--- src/rtl/apb_master.sv ---
// APB requester: accepts single transfers over valid/ready, runs SETUP/ACCESS, returns a one-cycle response.
// Optional ACCESS timeout is built when APB_MASTER_TIMEOUT_EN is defined.
module apb_master #(
  parameter int ADDR_W         = 32,
  parameter int DATA_W         = 32,
  parameter int TIMEOUT_CYCLES = 16
) (
  input  logic              clk,
  input  logic              rst,
  input  logic              req_valid,
  output logic              req_ready,
  input  logic              req_write,
  input  logic [ADDR_W-1:0] req_addr,
  input  logic [DATA_W-1:0] req_wdata,
  output logic [1:0]        psel,
  output logic              penable,
  output logic              pwrite,
  output logic [ADDR_W-1:0] addr,
  output logic [DATA_W-1:0] pwdata,
  input  logic              pready,
  input  logic [DATA_W-1:0] prdata,
  output logic              rsp_valid,
  output logic [DATA_W-1:0] rsp_rdata,
  output logic              rsp_err
);

  localparam logic [1:0] S_IDLE   = 2'd0;
  localparam logic [1:0] S_SETUP  = 2'd1;
  localparam logic [1:0] S_ACCESS = 2'd2;

  logic [1:0]        r_state;
  logic [1:0]        r_psel;
  logic              r_penable;
  logic              r_pwrite;
  logic [ADDR_W-1:0] r_addr;
  logic [DATA_W-1:0] r_pwdata;
  logic              r_rsp_valid;
  logic [DATA_W-1:0] r_rsp_rdata;
  logic              w_accept;
  logic              w_timeout;

  // req_ready is a pure function of state and rst so pready never reaches it combinationally.
  assign req_ready = (r_state == S_IDLE) && !rst;
  assign w_accept  = req_valid && req_ready;

`ifdef APB_MASTER_TIMEOUT_EN
  localparam int              CNT_W    = $clog2(TIMEOUT_CYCLES + 1);
  localparam logic [CNT_W-1:0] CNT_LAST = CNT_W'(TIMEOUT_CYCLES - 1);

  logic [CNT_W-1:0] r_cnt;
  logic             r_rsp_err;

  // Abort on the edge where the counter would reach the limit; pready on the same edge wins.
  assign w_timeout = (r_state == S_ACCESS) && !pready && (r_cnt == CNT_LAST);

  always_ff @(posedge clk) begin
    if (rst) begin
      r_cnt     <= '0;
      r_rsp_err <= 1'b0;
    end else begin
      if (r_state == S_SETUP) begin
        r_cnt <= '0;
      end else if (r_state == S_ACCESS && !pready) begin
        r_cnt <= r_cnt + 1'b1;
      end
      if (r_state == S_ACCESS && pready) begin
        r_rsp_err <= 1'b0;
      end else if (w_timeout) begin
        r_rsp_err <= 1'b1;
      end
    end
  end

  assign rsp_err = r_rsp_err;
`else
  assign w_timeout = 1'b0;
  assign rsp_err   = 1'b0;
`endif

  // NOTE: all state updates use <= so every register samples pre-edge values, independent of statement order.
  always_ff @(posedge clk) begin
    if (rst) begin
      r_state     <= S_IDLE;
      r_psel      <= 2'b00;
      r_penable   <= 1'b0;
      r_pwrite    <= 1'b0;
      r_addr      <= '0;
      r_pwdata    <= '0;
      r_rsp_valid <= 1'b0;
      r_rsp_rdata <= '0;
    end else begin
      r_rsp_valid <= 1'b0;
      case (r_state)
        S_IDLE: begin
          if (w_accept) begin
            r_state  <= S_SETUP;
            r_pwrite <= req_write;
            r_addr   <= req_addr;
            r_pwdata <= req_wdata;
            r_psel   <= req_addr[ADDR_W-1] ? 2'b10 : 2'b01;
          end
        end
        S_SETUP: begin
          r_state   <= S_ACCESS;
          r_penable <= 1'b1;
        end
        S_ACCESS: begin
          if (pready) begin
            r_state     <= S_IDLE;
            r_psel      <= 2'b00;
            r_penable   <= 1'b0;
            r_rsp_valid <= 1'b1;
            r_rsp_rdata <= r_pwrite ? '0 : prdata;
          end else if (w_timeout) begin
            r_state     <= S_IDLE;
            r_psel      <= 2'b00;
            r_penable   <= 1'b0;
            r_rsp_valid <= 1'b1;
            r_rsp_rdata <= '0;
          end
        end
        default: begin
          r_state   <= S_IDLE;
          r_psel    <= 2'b00;
          r_penable <= 1'b0;
        end
      endcase
    end
  end

  // addr/pwrite/pwdata deliberately survive the return to IDLE until the next accept.
  assign psel      = r_psel;
  assign penable   = r_penable;
  assign pwrite    = r_pwrite;
  assign addr      = r_addr;
  assign pwdata    = r_pwdata;
  assign rsp_valid = r_rsp_valid;
  assign rsp_rdata = r_rsp_rdata;

endmodule

--- config.mk ---
export PLATFORM = sky130hd
export DESIGN_NAME = apb_master
export DESIGN_NICKNAME = d
export VERILOG_FILES = /design/src/rtl/apb_master.sv
export SDC_FILE = /design/constraint.sdc
export NUM_CORES = 1
export LEC_CHECK = 0
export ABC_AREA = 1
export CORE_ASPECT_RATIO = 0.6
export CORE_MARGIN = 2
export CORE_UTILIZATION = 41
export DETAILED_ROUTE_END_ITERATION = 10
export GPL_TIMING_DRIVEN = 0
export PLACE_DENSITY = 0.82
export SLEW_MARGIN = 20
export SYNTH_ARGS = -nofsm -noshare
export SYNTH_HDL_FRONTEND = slang
export SYNTH_SLANG_ARGS = --single-unit
--- constraint.sdc ---
create_clock -name clk -period 2.65 [get_ports clk]
set_clock_uncertainty 0.05 [all_clocks]
set_input_delay 0.265 -clock clk [delete_from_list [all_inputs] [get_ports clk]]
set_output_delay 0.265 -clock clk [all_outputs]
set_load 0.02 [all_outputs]
==> results_dict.tcl, run 1 <==
set metrics [dict create \
    place.gp.congestion 0.828 \
    multi_input_area_um2 1360 \
    port_buffers 201 \
    clk_pin_slew_ps 70 \
    netlist_area_um2 3650 \
    slowest_stage "clkdlybuf4s50_1" \
    synth-seq-cells 103 \
    htreeDepth 3 \
    vias 3837 \
    setup_viol 0 \
    syn-instance-count 455 \
    syn_nets 556 \
    fin_ws_ps 744 \
    drive_gt1_share_pct 6.10 \
    antenna_found_initial 0 \
    yosysSeqAreaShare_pct 56.4 \
    cts_tree "done" \
    overflow 0 \
    start_kind "flop" \
    grt_pass1_wl_um 17900 \
    seqCellArea_um2 2060 \
    wl_per_cell_um 14.6 \
    hold_violations 0 \
    cp_max_fo 4 \
    max_freq_mhz 525 \
    dieArea_um2 9710 \
    syn_to_final_growth_pct 66.5 \
    powerDensity_nw_per_um2 585 \
    drt-initial-drc-count 218 \
    synthTopCellsByArea "dfxtp_1 (56%), nand2_1 (17%), nand3_1 (13%)" \
    dp_hpwl_um 8790 \
    grt_max_degree 17 \
    die_width_um 126 \
    nFillCells 711 \
    clockBufferDepth 2 \
    io-pin-count 204 \
    cts_buffers 9 \
    place_ws_ps 976 \
    ir_drop_uv 334 \
    worstPathCellList "inv_1 > nand2_1 > nor2_1 > clkdlybuf4s50_1" \
    postRouteAntennaNets 0 \
    finalMaxSlewViolations 0 \
    core_um2 8590 \
    status "completed" \
    synth.lib_cells_used.distinct 20 \
    grt_use_total_pct 23.1 \
    viasPerCell 4.89 \
    synthDominantCellAreaShare_pct 56.4 \
    nets 768 \
    fin_crit_ps 1910 \
    yosys.area.top_type "dfxtp_1" \
    arrival_ps 1590 \
    crit_path_max_incr_delay_ps 620 \
    die_y_um 77.1 \
    p_leak_uw 0.00262 \
    min_path_type "input pin to flop" \
    rows 26 \
    drtPass1Iterations 4 \
    critPathKind "flop to primary output" \
    layout_worst_path_cycle_share_pct 71.9 \
    rsz0062_at_grt "no" \
    yosys_warnings 0 \
    ctsResizeCount 0 \
    syn_area_per_cell_um2 8.03 \
    clkLatencyLatePin_ps 330 \
    cts_root_buf "clkbuf_16" \
    cts.sinks 103 \
    cts_setup_buffers 0 \
    routed_wirelength_um 11400 \
    endpoint_kind "primary output" \
    diodes 0 \
    drv_cap 0 \
    start_util_pct 42.5 \
    fin_tns_setup_ps 0 \
    crit_required_ps 2340 \
    grt_pass1_vias 3587 \
    drc 0 \
    ctsHoldBuffers 0 \
]
-- cell usage after synthesis --
cell,n
o21ai_0,33
buf_4,7
nand2_1,166
nand3_1,97
nor2_1,2
buf_2,9
o21ai_1,1
conb_1,1
or2_2,1
a21oi_1,6
clkbuf_1,13
nand3_2,1
inv_1,5
dfxtp_1,103
inv_4,1
buf_1,1
buf_6,5
nand4_2,1
inv_2,1
nand3b_1,1
-- critical path: cells and delay by family (launching register included) --
kind | cells | cell delay (ps)
buffers and inverters | 2 | 740
DFF | 1 | 330
and+or+nand+nor | 2 | 180
-- power by group --
| part | switching (uW) | internal, uW |
|---|---|---|
| Sequential | 49.3 | 1640 |
| Combinational | 320 | 346 |
| Clock | 546 | 661 |
-- state kept, by name, indices dropped and copies added, names as in the netlist --
register / count
pwrite: 1
addr: 32
r_state: 2
penable: 1
pwdata: 32
rsp_valid: 1
rsp_rdata: 32
psel: 2
-- logic make-up after synthesis --
logic type             after synthesis  share of synthesized area (%)
buffers and inverters               42                           6.44
other                                1                          0.103
DFF                                103                           56.4
and+or+nand+nor                    269                           31.5
AOI/OAI and AO/OA                   40                           5.48
-- stage by stage --
stage                     hold slack (ps)  cell area, um^2  util [%]  std cells  total power (uW)
after floorplan                       326             3650         -        455              2000
after global placement                399             5810      67.6        768              2370
after detailed placement              404             5810      67.6        768              2390
after CTS                             153             6080      70.8        784              3590
after global routing                  166             6080      70.8        784              3720
final                                 165             6080      70.8        784              3560
-- layout by cell type (no fill, tap or decap), types with 6 or more instances in the layout --
| cell type | instances |
|---|---|
| clkdlybuf4s50_1 | 201 |
| nand2_1 | 166 |
| dfxtp_1 | 103 |
| nand3_1 | 97 |
| o21ai_0 | 33 |
| clkbuf_1 | 14 |
| buf_2 | 9 |
| clkbuf_16 | 9 |
| buf_4 | 7 |
| a21oi_1 | 6 |
-- worst paths after layout --
| path | from | end | slack [ps] | cells past startpoint |
|---|---|---|---|---|
| max | r_state[0]$_SDFFE_PP0P_ | req_ready | 740 | 4 |
| min | rst | psel[0]$_SDFFE_PP0P_ | 170 | 2 |
| max reg2reg | r_state[0]$_SDFFE_PP0P_ | rsp_rdata[29]$_SDFFE_PP0P_ | 1250 | 5 |
| min reg2reg | addr[7]$_SDFFE_PP0P_ | addr[7]$_SDFFE_PP0P_ | 410 | 2 |
-- area by class of cell --
class,count,area share (%)
buffer,35,3.39
tap,112,2.30
timing repair buffer,201,33.1
clock inverter,5,0.555
multi-input combinational,310,22.3
sequential,103,33.9
clock buffer,11,3.99
inverter,7,0.473
-- per-layer routing --
metal / vias to the layer above / routed length, um / GRT usage (%)
met5: - / 0 / 0
met4: 0 / 201 / 7.03
met3: 17 / 1050 / 7.68
met2: 152 / 5310 / 38.3
met1: 1768 / 4860 / 28.6
li1: 1900 / - / -
Note: power is estimated with default switching activity, not from simulation.
==> inputs of run 2 (changes only) <==
--- a/config.mk
+++ b/config.mk
@@ -8,10 +8,10 @@
 export ABC_AREA = 1
 export CORE_ASPECT_RATIO = 0.6
 export CORE_MARGIN = 2
-export CORE_UTILIZATION = 41
+export CORE_UTILIZATION = 35
 export DETAILED_ROUTE_END_ITERATION = 10
 export GPL_TIMING_DRIVEN = 0
-export PLACE_DENSITY = 0.82
+export PLACE_DENSITY = 0.74
 export SLEW_MARGIN = 20
 export SYNTH_ARGS = -nofsm -noshare
 export SYNTH_HDL_FRONTEND = slang
==> constraint.sdc (replaced) <==
create_clock -name clk -period 1.7 [get_ports clk]
set_clock_uncertainty 0.05 [all_clocks]
set_input_delay 0.17 -clock clk [delete_from_list [all_inputs] [get_ports clk]]
set_output_delay 0.17 -clock clk [all_outputs]
set_load 0.02 [all_outputs]
==> run 2 against run 1 <==
Total power grew 57%. Design area rose by 0.47%. Sequential cell count unchanged. Largest power group unchanged.
==> results_dict.tcl, run 2 (synthesized netlist as in run 1, its figures left out) <==
set metrics [dict create \
    fin_crit_ps 1550 \
    ctsHoldBuffers 0 \
    port_buffers 201 \
    finalMaxSlewViolations 0 \
    postRouteAntennaNets 0 \
    dp_hpwl_um 8920 \
    overflow 0 \
    min_path_type "input pin to flop" \
    rows 28 \
    core_um2 10000 \
    drc 0 \
    dieArea_um2 11300 \
    fin_tns_setup_ps 0 \
    io-pin-count 204 \
    power_uw 5590 \
    worstPathCellList "clkdlybuf4s50_1" \
    cts_buffers 9 \
    final_design_area_no_fill_um2 6110 \
    clkLatencyLatePin_ps 330 \
    ir_drop_uv 492 \
    cp_max_fo 2 \
    diodes 0 \
    crit_required_ps 1480 \
    vias 3812 \
    final_cell_mix "clkdlybuf4s50_1 (200), nand2_1 (166), dfxtp_1 (103)" \
    cp-startpoint "pwdata[27]$_SDFFE_PP0P_" \
    die_y_um 83.1 \
    drv_cap 0 \
    status "completed" \
    r2r_start "r_state[0]$_SDFFE_PP0P_" \
    nets 768 \
    p_leak_uw 0.00262 \
    start_util_pct 36.5 \
    crit_path_max_incr_delay_ps 630 \
    drt-initial-drc-count 147 \
    cts.sinks 103 \
    syn_to_final_growth_pct 67.3 \
    routed_wirelength_um 11500 \
    cp_top_family "buffers and inverters" \
    hold_violations 0 \
    arrival_ps 1330 \
    slowest_stage "clkdlybuf4s50_1" \
    grt_pass1_vias 3777 \
    mostFrequentLayoutCell "clkdlybuf4s50_1" \
    tightest_slew_ps 508 \
    worstHoldStart "rst" \
    setup_viol 0 \
    powerDensity_nw_per_um2 915 \
    viasPerCell 4.72 \
    layout_worst_path_cycle_share_pct 90.9 \
    final_core_util_pct 61.0 \
    start_kind "flop" \
    rsz0062_at_grt "no" \
    placed_area_um2 5830 \
    max_slew_margin_pct 66.1 \
    drive_gt1_share_pct 6.25 \
    cts_root_buf "clkbuf_16" \
    die_width_um 136 \
    antenna_found_initial 0 \
    grt_max_degree 19 \
    htreeDepth 3 \
    wl_per_cell_um 14.2 \
    clockBufferDepth 2 \
    place.gp.congestion 0.800 \
    drtPass1Iterations 4 \
    max_freq_mhz 647 \
    grt_use_total_pct 20.2 \
    grt_pass1_wl_um 18100 \
    endpoint_kind "primary output" \
    clk_pin_slew_ps 70 \
    cts_tree "done" \
    critPathKind "flop to primary output" \
    cp.buffers_inverters 1 \
]
## run 2: worst reg2reg max path, delay by kind of cell, from the launching register on
family / cells / cell delay, ps
buffers and inverters: 2 / 500
and+or+nand+nor: 2 / 310
DFF: 1 / 350
AOI/OAI and AO/OA: 1 / 120
## run 2: final cells by class
| cell class | count | area (um^2) |
|---|---|---|
| Buffer | 35 | 206 |
| Timing Repair Buffer | 201 | 2010 |
| Tap cell | 135 | 169 |
| Clock inverter | 7 | 52.6 |
| Multi-Input combinational cell | 310 | 1360 |
| Sequential cell | 103 | 2060 |
| Inverter | 7 | 28.8 |
| Clock buffer | 9 | 225 |
| Fill cell | 892 | 3910 |
## run 2: power by group
group,leakage (uW),switching (uW),internal [uW]
Clock,0.000137,925,1010
Sequential,0.000843,76.8,2550
Combinational,0.00164,494,538
## run 2: routing by layer
metal,vias up,track usage [%],wire length (um)
met5,-,0,0
met1,1766,24.7,4940
li1,1900,-,-
met4,0,4.83,116
met3,15,8.91,1160
met2,131,32.6,5240
## run 2: path summary, 6_finish.rpt
kind	slack, ps	cells past startpoint	to
worst min-delay path	70	2	addr[31]$_SDFFE_PP0P_
worst max-delay path	150	1	pwdata[27]
worst max register to register	290	5	rsp_rdata[12]$_SDFFE_PP0P_
worst min register to register	410	2	addr[13]$_SDFFE_PP0P_
## run 2: stage by stage
stage,setup slack [ps],hold slack [ps],instances
floorplan,527,231,455
global placement,165,400,791
detailed placement,97.2,406,791
CTS,133,59.9,807
global route,88.6,66.9,807
finish,155,72.0,807
## run 2: timing repair
item,CTS,global route
hold endpoints to repair,0,0
gates resized for setup,1,0
buffers inserted,0,0
setup endpoints to repair,1,0
